--- src/rtl/hash_stream_serializer.sv ---
// Serializes 256-bit digests into OUT_WIDTH-bit beats with valid/ready and a last flag.
// One digest drains from the shifter while a second waits in the holding register.
module hash_stream_serializer #(
    parameter int OUT_WIDTH = 32,
    parameter bit MSB_FIRST = 1'b1
) (
    input  logic                 clk,
    input  logic                 rst_n,
    input  logic [255:0]         hash_i,
    input  logic                 hash_valid_i,
    output logic                 hash_ready_o,
    output logic [OUT_WIDTH-1:0] dout_o,
    output logic                 dout_valid_o,
    input  logic                 dout_ready_i,
    output logic                 dout_last_o,
    output logic                 busy_o
);

    localparam int BEATS = 256 / OUT_WIDTH;
    localparam int CW = (BEATS > 1) ? $clog2(BEATS) : 1;
    localparam logic [CW-1:0] LAST_BEAT = CW'(BEATS - 1);

    generate
        if (!(OUT_WIDTH == 8 || OUT_WIDTH == 16 || OUT_WIDTH == 32 ||
              OUT_WIDTH == 64 || OUT_WIDTH == 128 || OUT_WIDTH == 256)) begin : g_bad_width
            $error("hash_stream_serializer: OUT_WIDTH must be 8, 16, 32, 64, 128 or 256");
        end
    endgenerate

    typedef enum logic {IDLE, SEND} state_t;

    state_t         state;
    logic [255:0]   shifter;
    logic [255:0]   hold_reg;
    logic           hold_full;
    logic [CW-1:0]  cnt;

    logic in_xfer;
    logic out_xfer;
    logic at_last;

    // The current beat always sits at the end of the shifter that leaves first.
    function automatic logic [255:0] shift_beat(input logic [255:0] v);
        if (MSB_FIRST)
            return v << OUT_WIDTH;
        else
            return v >> OUT_WIDTH;
    endfunction

    assign in_xfer      = hash_valid_i & hash_ready_o;
    assign out_xfer     = dout_valid_o & dout_ready_i;
    assign at_last      = (cnt == LAST_BEAT);
    assign dout_valid_o = (state == SEND);
    assign dout_last_o  = dout_valid_o & at_last;
    assign busy_o       = dout_valid_o | hold_full;

    generate
        if (MSB_FIRST) begin : g_msb
            assign dout_o = shifter[255 -: OUT_WIDTH];
        end else begin : g_lsb
            assign dout_o = shifter[OUT_WIDTH-1:0];
        end
    endgenerate

    // hash_ready_o tracks the next value of hold_full so it stays purely registered.
    always_ff @(posedge clk) begin
        if (!rst_n) begin
            state        <= IDLE;
            shifter      <= '0;
            hold_reg     <= '0;
            hold_full    <= 1'b0;
            cnt          <= '0;
            hash_ready_o <= 1'b1;
        end else begin
            case (state)
                IDLE: begin
                    if (in_xfer) begin
                        shifter <= hash_i;
                        cnt     <= '0;
                        state   <= SEND;
                    end
                end
                SEND: begin
                    if (out_xfer && !at_last) begin
                        shifter <= shift_beat(shifter);
                        cnt     <= cnt + CW'(1);
                    end else if (out_xfer) begin
                        cnt <= '0;
                        if (hold_full) begin
                            shifter      <= hold_reg;
                            hold_full    <= 1'b0;
                            hash_ready_o <= 1'b1;
                        end else if (in_xfer) begin
                            shifter <= hash_i;
                        end else begin
                            state <= IDLE;
                        end
                    end
                    // A digest arriving on the final beat goes straight to the shifter instead.
                    if (in_xfer && !(out_xfer && at_last)) begin
                        hold_reg     <= hash_i;
                        hold_full    <= 1'b1;
                        hash_ready_o <= 1'b0;
                    end
                end
                default: state <= IDLE;
            endcase
        end
    end

endmodule

--- config.mk ---
export PLATFORM = sky130hd
export DESIGN_NAME = hash_stream_serializer
export DESIGN_NICKNAME = d
export VERILOG_FILES = /design/src/rtl/hash_stream_serializer.sv
export SDC_FILE = /design/constraint.sdc
export NUM_CORES = 1
export LEC_CHECK = 0
export ABC_AREA = 1
export BUFFER_PORTS_ARGS = -buffer_cell sky130_fd_sc_hd__buf_2
export CAP_MARGIN = 20
export CELL_PAD_IN_SITES_DETAIL_PLACEMENT = 1
export CELL_PAD_IN_SITES_GLOBAL_PLACEMENT = 1
export CORE_MARGIN = 4
export CORE_UTILIZATION = 40
export CTS_CLUSTER_DIAMETER = 40
export CTS_CLUSTER_SIZE = 12
export DETAILED_ROUTE_END_ITERATION = 16
export PLACE_DENSITY = 0.85
export RECOVER_POWER = 100
export SLEW_MARGIN = 25
export SYNTH_ARGS = -nofsm -noshare
export SYNTH_HDL_FRONTEND = slang
export SYNTH_SLANG_ARGS = --single-unit
export TNS_END_PERCENT = 20
--- constraint.sdc ---
create_clock -name clk -period 3 [get_ports clk]
set_input_delay 0.75 -clock clk [delete_from_list [all_inputs] [get_ports clk]]
set_output_delay 0.75 -clock clk [all_outputs]
set_load 0.005 [all_outputs]
---- Word-level counts from Yosys, hierarchy flattened ----
Index checks and enable logic that the tools add are counted.
storage, ports and cells
  register bits ........................... 518
  input port bits ......................... 260
  output and inout bits ................... 36
operators by class
  add/sub/neg operators ................... 1
  equal/unequal tests ..................... 4
  mux-type cells .......................... 21
  bitwise gates (word level) .............. 5
  reduce and logical (&&, ||, !) cells .... 11
operators with widths
  operator               number
  $mux W256              4
  $pmux W256 S2          1
  $mux W1                11
  $mux W3                3
  $pmux W3 S2            1
  $reduce_and A2 Y1      2
  $reduce_and A4 Y1      1
  $reduce_bool A2 Y1     2
  $add A3 B1 Y3 const B  1
  $and A1 B1 Y1          3
  $eq A3 B3 Y1 const B   1
  $logic_and A1 B1 Y1    3
  $ne A3 B1 Y1 const B   1
  $reduce_and A3 Y1      1
  $logic_not A1 Y1       2
  $ne A2 B1 Y1 const B   1
  $ne A2 B2 Y1 const B   1
  $pmux W1 S2            1
  $not A1 Y1             1
  $or A1 B1 Y1           1

---- Depth between registers and ports, before layout ----
Gate-level depths: netlist of the first run.
  depth in word-level cells ............... 6
  depth in mapped cells ................... 10
  depth with buffers taken out ............ 9

---- Least setup slack after synthesis of the first run ----
Ideal clock, no wire load.
  kind .................................... input-to-reg
  start ................................... input hash_valid_i
  end ..................................... register shifter[150]
  library setup time ...................... 0.070 ns
  data arrival time ....................... 1.736 ns
  required time ........................... 2.930 ns
  path slack .............................. 1.194 ns
  stages .................................. 8
  path buffers ............................ 3
  path through ............................ nand2_1 buf_2 buf_2 clkbuf_1 nand2_1 nand2_1 nand2_1 a21oi_1
on the way
  longest elaborated chain between the ends .. 6
ends and longest elaborated chain
  what                    RTL line  text
  start: declaration      10        input logic hash_valid_i,
  $and A1 B1 Y1 (*)       50        assign in_xfer = hash_valid_i & hash_ready_o;
  $mux W256 (*)           n/a
  $mux W256 (3 in a row)  n/a
  $pmux W256 S2 (*)       n/a
  end signal: assignment  78        shifter <= hash_i;
  end signal: assignment  85        shifter <= shift_beat(shifter);
  end signal: assignment  90        shifter <= hold_reg;
  end: declaration        33        logic [255:0] shifter;
Every way passes the cells marked *; elsewhere a longest branch is shown, timed or not. The select of a mux whose other input is x is not followed.
A chain may end at the register's enable or synchronous reset.

---- Worst setup path in the final report of the first run ----
  start ................................... register cnt[0]
  end ..................................... register shifter[152]
on the way
  longest elaborated chain between the ends .. 5
  elaborated cells on any way between the ends .. 6
  those cells by class .................... eq/ne (2); mux (2); reduce/logical (2)
ends and longest elaborated chain
  what                      RTL line  text
  start: declaration        36        logic [CW-1:0] cnt;
  start signal: assignment  86        cnt <= cnt + CW'(1);
  $eq A3 B3 Y1 (*)          52        assign at_last = (cnt == LAST_BEAT);
  $logic_not A1 Y1 (*)      84        if (out_xfer && !at_last) begin
  $logic_and A1 B1 Y1 (*)   84
  $mux W256                 84
  $pmux W256 S2             75        case (state)
Every way passes the cells marked *; elsewhere a longest branch is shown, timed or not.

==> summary.txt, run 1 <==
Outcome
  – Result of the run: finished, final reports clean

Power
  – Reg power frac: 35.3%
  – Clk pwr share: 54.3%
  – Pleak: 13.5 nW
  – Maximum vdd drop: around 460 uV
  – Combinational share of power: 10.4%
  – PwrDens: 712 mW/mm^2
  – Sw frac: about 27%
  – NetSw: 5.82 mW
  – Internal power: ~16 mW

Synth
  – Yosys reg bits: 518
  – Syn avg cell area: 6.14 sq um
  – Cell Area, Synth: roughly 0.025 sq mm
  – Post-Synthesis Cells: slightly above 4k
  – Net Count, Synth: 4370
  – Library cells used by synthesis: 19
  – Register area share after synthesis: 41.1%
  – Synth Warn #: 0

Global route
  – Total GRT Usage: 28.8%
  – GR Overflow Total: 0
  – Initial antenna violation count: 23
  – Pin count of the biggest net entering global routing: 169
  – First-pass GRT wire length: 156000 um
  – Vias in the first global route: 28.1k

Floorplanning
  – Die width: 259 um
  – Core Box Area: approximately 0.062 sq mm
  – Die ar.: between 0.06 and 0.07 sq mm
  – Initial core utilization: 40.6%
  – Ports: 296
  – FP Rows: 91
  – Die Ht: 259 um

Layout
  – Fill count: 8320
  – P&R area growth vs syn: 21.0%
  – Most common cell after layout, fill and taps aside: nand2_1
  – Sequential cell area: 0.0104 sq mm
  – NumNets Final: 4505
  – Multi-input gate area: 0.0124 sq mm
  – Share of cells above drive strength 1: between 10% and 20%
  – Utilization after layout: roughly half
  – Most frequent cells in the layout: 1643 x nand2_1, 549 x nor2_1, 518 x dfxtp_1

Critical path
  – Critical path data arrival time: 3.25 ns
  – RR Startpoint: cnt[0]$_SDFFE_PN0P_
  – Crit-path cells: ha_1 > ha_1 > nand3_1 > o21ai_4 > buf_6 > nand2_1 > a21oi_1
  – Crit Path Category: flip-flop to flip-flop
  – Critical Path Source: cnt[0]$_SDFFE_PN0P_
  – Crit end category: flip-flop
  – CP Data Required Time: 3.56 ns
  – Worst-path maximum fanout: around 110
  – Slowest cell on crit path: buf_6
  – Worst reg-to-reg path cell count: 7
  – Element type at the critical path start: flip-flop
  – Most Frequent Cell on Critical Path: ha_1
  – Worst path max stage delay: roughly 0.7 ns

Timing
  – Final setup vio count: 0
  – Fmax: 0.373 GHz
  – Post-route setup TNS: 0 ns
  – Fin. max-slew vios: 0
  – Fin crit share: 89.4%
  – Clock Skews: 0.0285 ns
  – Slew HR: 5.66%
  – Final Hold Viols: 0
  – Worst slew pin tran: about 1.4 ns
  – Final WS setup: about 0.32 ns
  – Fin crit period: about 2.7 ns
  – Unrepaired setup endpoints after global routing: no

Clock network
  – Post-CTS setup buffers: 0
  – CTS Hold Buffers Added: 0
  – Deepest clock path buffer count: 3
  – TritonCTS buffer count: 96
  – Clock sinks: 518
  – Root Buffer Master: clkbuf_16
  – Worst skew pair latency: 0.64 ns
  – Post-CTS sizing: 0
  – CTS tree: done
  – H-tree Lvls: 3
  – Clock transition at path regs: about 0.050 ns

Min path
  – Cells on Worst Hold Path: 3
  – Worst hold path class: primary input to flip-flop
  – HP Start: hash_i[9]

Placed design
  – Routability cong.: 0.812
  – Pre-CTS setup slack: 0.593 ns
  – DP Wirelength: 60200 um
  – IO buf count: between 200 and 300

Route
  – Vias per inst: 5.29
  – WL per Instance: around 19 um
  – Final ANT Viol Nets: 0
  – Pre-Repair DR Iteration Count: 5
  – Routed Wire Length: 100000 um
  – DR vias: 27.4k
  – DRT iter0 DRCs: 2143
  – Drt drc: 0

Run
  – Max_cap viols: 0
-- critical path: cells and delay by family, from the launching register on --
family	cells	cell delay, ns
fa+ha+maj	2	0.50
simple gates	2	0.45
buf+inv	1	0.70
compound gates	2	0.47
flops	1	0.37
-- path summary, 6_finish.rpt --
kind,endpoint,slack [ns]
worst max register to register,shifter[152]$_SDFFE_PN0P_,0.32
worst min register to register,hold_reg[177]$_SDFFE_PN0P_,0.45
worst min-delay path,hold_reg[9]$_SDFFE_PN0P_,0.38
worst max-delay path,shifter[152]$_SDFFE_PN0P_,0.32
-- per-layer routing --
metal / wire (um) / track usage, %
met4: 3560 / 12.0
met1: 43400 / 38.1
met5: 18 / 0
met3: 6810 / 4.94
met2: 46500 / 46.8
-- per-stage QoR --
stage	instance area, sq um	cells	total power, mW	hold slack, ns
3_5_place_dp	27100	4982	9.98	0.445
3_3_place_gp	27100	4982	9.89	0.440
5_1_grt	30500	5183	22.5	0.398
4_1_cts	30600	5162	21.8	0.350
2_1_floorplan	25200	4108	9.14	0.430
6_report	30500	5184	21.7	0.379
-- layout make-up --
class / instances / area share, %
clock inverter: 62 / 2.82
antenna: 22 / 0.180
inverter: 267 / 3.33
timing repair buffer: 345 / 6.84
sequential: 518 / 34.0
clock buffer: 118 / 8.74
multi-input combinational: 3015 / 40.7
tap: 837 / 3.43
-- power by group through the flow --
stage	Combinational [mW]	Clock (mW)	Sequential, mW
3_3_place_gp	2.13	0	7.76
4_1_cts	2.26	11.9	7.66
2_1_floorplan	1.47	0	7.67
6_report	2.26	11.8	7.67
5_1_grt	2.52	12.3	7.71
3_5_place_dp	2.19	0	7.78
-- cell usage after synthesis --
library cell | n | share of area (%)
clkbuf_1 | 129 | 1.9
dfxtp_1 | 518 | 41
nor2_1 | 548 | 8.2
o21ai_0 | 290 | 5.8
a211oi_1 | 1 | 0.030
nand2_1 | 1645 | 24
o21ai_1 | 1 | 0.020
ha_1 | 2 | 0.099
nor2_4 | 1 | 0.045
nand2_2 | 1 | 0.025
inv_2 | 4 | 0.060
buf_4 | 39 | 1.2
buf_1 | 1 | 0.015
buf_2 | 139 | 2.8
nand3_1 | 7 | 0.14
a21oi_1 | 515 | 10
nor2_2 | 3 | 0.074
nand4_1 | 1 | 0.025
inv_1 | 263 | 3.9
-- logic make-up (layout without fill, tap and decap cells) --
family	count (synthesis)	after routing	synth area share, %
and+or+nand+nor	2206	2206	32.9
AOI/OAI and AO/OA	807	807	16.0
buffers and inverters	575	792	9.83
DFF	518	518	41.1
adders and majority gates	2	2	0.0992
other	0	22	0
(Power assumes the default switching activity.)
==> run 2, diff against run 1 <==
- CORE_UTILIZATION: 40 -> 44
- PLACE_DENSITY: 0.85 -> 0.91
==> summary.txt, run 2 (synthesized netlist as in run 1, its figures left out) <==
Layout
  – Most common cell after layout, fill and taps aside: nand2_1
  – NumNets Final: 4502 (-0.067%)
  – P&R area growth vs syn: 20.0%
  – Most frequent cells in the layout: 1643 x nand2_1, 549 x nor2_1, 518 x dfxtp_1
  – Share of cells above drive strength 1: 11.3% (-0.14 points)

Power
  – Power Total: 21.4 mW (-1.4%)
  – Maximum vdd drop: 485 uV (+4.7%)
  – Pleak: 13.5 nW (-0.71%)
  – PwrDens: 708 mW/mm^2 (-0.56%)

Floorplanning
  – FP Rows: 87 (-4.4%)
  – Die ar.: 0.0612 sq mm (-8.8%)
  – Initial core utilization: 44.6% (+3.9 points)
  – Die Ht: 247 um (-4.5%)
  – Core Box Area: 0.0566 sq mm (-8.8%)
  – Die width: 247 um (-4.5%)
  – Ports: 296 (unchanged)

Clock network
  – Deepest clock path buffer count: 3 (unchanged)
  – Clock transition at path regs: 0.06 ns (about the same)
  – Post-CTS setup buffers: 0 (unchanged)
  – CTS tree: done
  – CTS Hold Buffers Added: 0 (unchanged)
  – H-tree Lvls: 3 (unchanged)
  – Root Buffer Master: clkbuf_16
  – Clock sinks: 518 (unchanged)
  – TritonCTS buffer count: 92 (-4.2%)
  – Worst skew pair latency: 0.64 ns (about the same)
  – Post-CTS sizing: 0 (unchanged)

Critical path
  – RR Startpoint: cnt[0]$_SDFFE_PN0P_
  – Worst-path maximum fanout: 52 (-50%)
  – Crit Path Category: flip-flop to flip-flop
  – Crit end category: flip-flop
  – Critical Path Source: cnt[0]$_SDFFE_PN0P_
  – Element type at the critical path start: flip-flop
  – Critical path data arrival time: 3.25 ns (about the same)
  – CP Data Required Time: 3.55 ns (about the same)

Timing
  – Fin crit period: 2.70 ns (+0.0175 ns)
  – Fin. max-slew vios: 0 (unchanged)
  – Fmax: 0.370 GHz (-0.65%)
  – Fin crit share: 90.0% (+0.58 points)
  – Final Hold Viols: 0 (unchanged)
  – Post-route setup TNS: 0 ns (unchanged)
  – Clock Skews: 0.0233 ns (-0.00520 ns)
  – Worst slew pin tran: 0.883 ns (-0.532 ns)
  – Slew HR: 41.1% (+35 points)
  – Unrepaired setup endpoints after global routing: no
  – Final setup vio count: 0 (unchanged)

Run
  – Max_cap viols: 0 (unchanged)

Route
  – DR vias: 28.3k (+3.2%)
  – WL per Instance: 20.9 um (+7.8%)
  – Pre-Repair DR Iteration Count: 5 (unchanged)
  – Final ANT Viol Nets: 0 (unchanged)
  – DRT iter0 DRCs: 2455 (+15%)
  – Drt drc: 0 (unchanged)
  – Vias per inst: 5.55 (+4.9%)
  – Routed Wire Length: 106000 um (+6.1%)

Global route
  – Initial antenna violation count: 25 (+8.7%)
  – Total GRT Usage: 33.2% (+4.4 points)
  – Pin count of the biggest net entering global routing: 124 (-27%)
  – GR Overflow Total: 0 (unchanged)
  – First-pass GRT wire length: 163000 um (+4.3%)
  – Vias in the first global route: 29.2k (+3.8%)

Min path
  – HP Start: hash_i[2]
  – Worst hold path class: primary input to flip-flop

Outcome
  – Result of the run: finished, final reports clean

Placed design
  – DP Wirelength: 60200 um (about the same)
  – IO buf count: 295 (unchanged)
  – Routability cong.: 0.821 (+1.0%)
[run 2: cell types whose count changed in the layout (fill, tap and decap cells not counted), sizes merged]
cell	before	now
buf	300	303
bufinv	17	16
clkbuf	163	148
clkinv	29	25
clkinvlp	9	11
diode	22	26
inv	274	280
[run 2: per-layer routing]
metal	share of wire, %	vias to the layer above	global-route usage [%]	routed length (um)
met3	7.6	274	6.49	8080
li1	-	13000	-	-
met5	0.024	-	0	25
met4	4.7	4	17.4	5010
met2	47	1197	53.1	49500
met1	41	13800	42.7	43700
[run 2: metrics by stage]
stage                     utilization (%)  instance area (sq um)  std cells  setup WS [ns]  hold WS, ns
after global routing                 53.5                  30300       5095          0.184        0.394
after floorplan                         -                  25200       4108           1.19        0.430
after global placement               47.7                  27000       4902          0.534        0.439
after CTS                            53.6                  30300       5072          0.439        0.351
final                                53.5                  30300       5098          0.299        0.377
after detailed placement             47.7                  27000       4902          0.478        0.445
[run 2: final timing paths]
kind                            depth (start not counted)                         to  slack, ns
worst max register to register                          8  shifter[130]$_SDFFE_PN0P_       0.30
worst min register to register                          2  hold_reg[63]$_SDFFE_PN0P_       0.45
worst max-delay path                                    8  shifter[130]$_SDFFE_PN0P_       0.30
worst min-delay path                                    3   hold_reg[2]$_SDFFE_PN0P_       0.38
[run 2: cell type report]
class,instances,area [sq um]
fill,7708,26300
antenna,26,65.1
inverter,267,1020
clock inverter,65,921
tap,756,946
timing repair buffer,346,2120
clock buffer,105,2420
multi-input combinational,3015,12400
sequential,518,10400
[run 2: where the power goes]
group          switching, mW  internal [mW]  leakage [nW]
combinational           1.61          0.724          7.60
sequential             0.332           7.36          4.24
clock                   4.12           7.28          1.61
total                   6.06           15.4          13.5
[run 2: worst max-delay path, cell delays in order (launching register included)]
cell and delay (ns):
dfxtp_1 0.35, ha_1 0.17, ha_1 0.27, nand3_1 0.27, o21ai_4 0.29, buf_12 0.32, clkbuf_4 0.55, nand2_1 0.15
a21oi_1 0.21
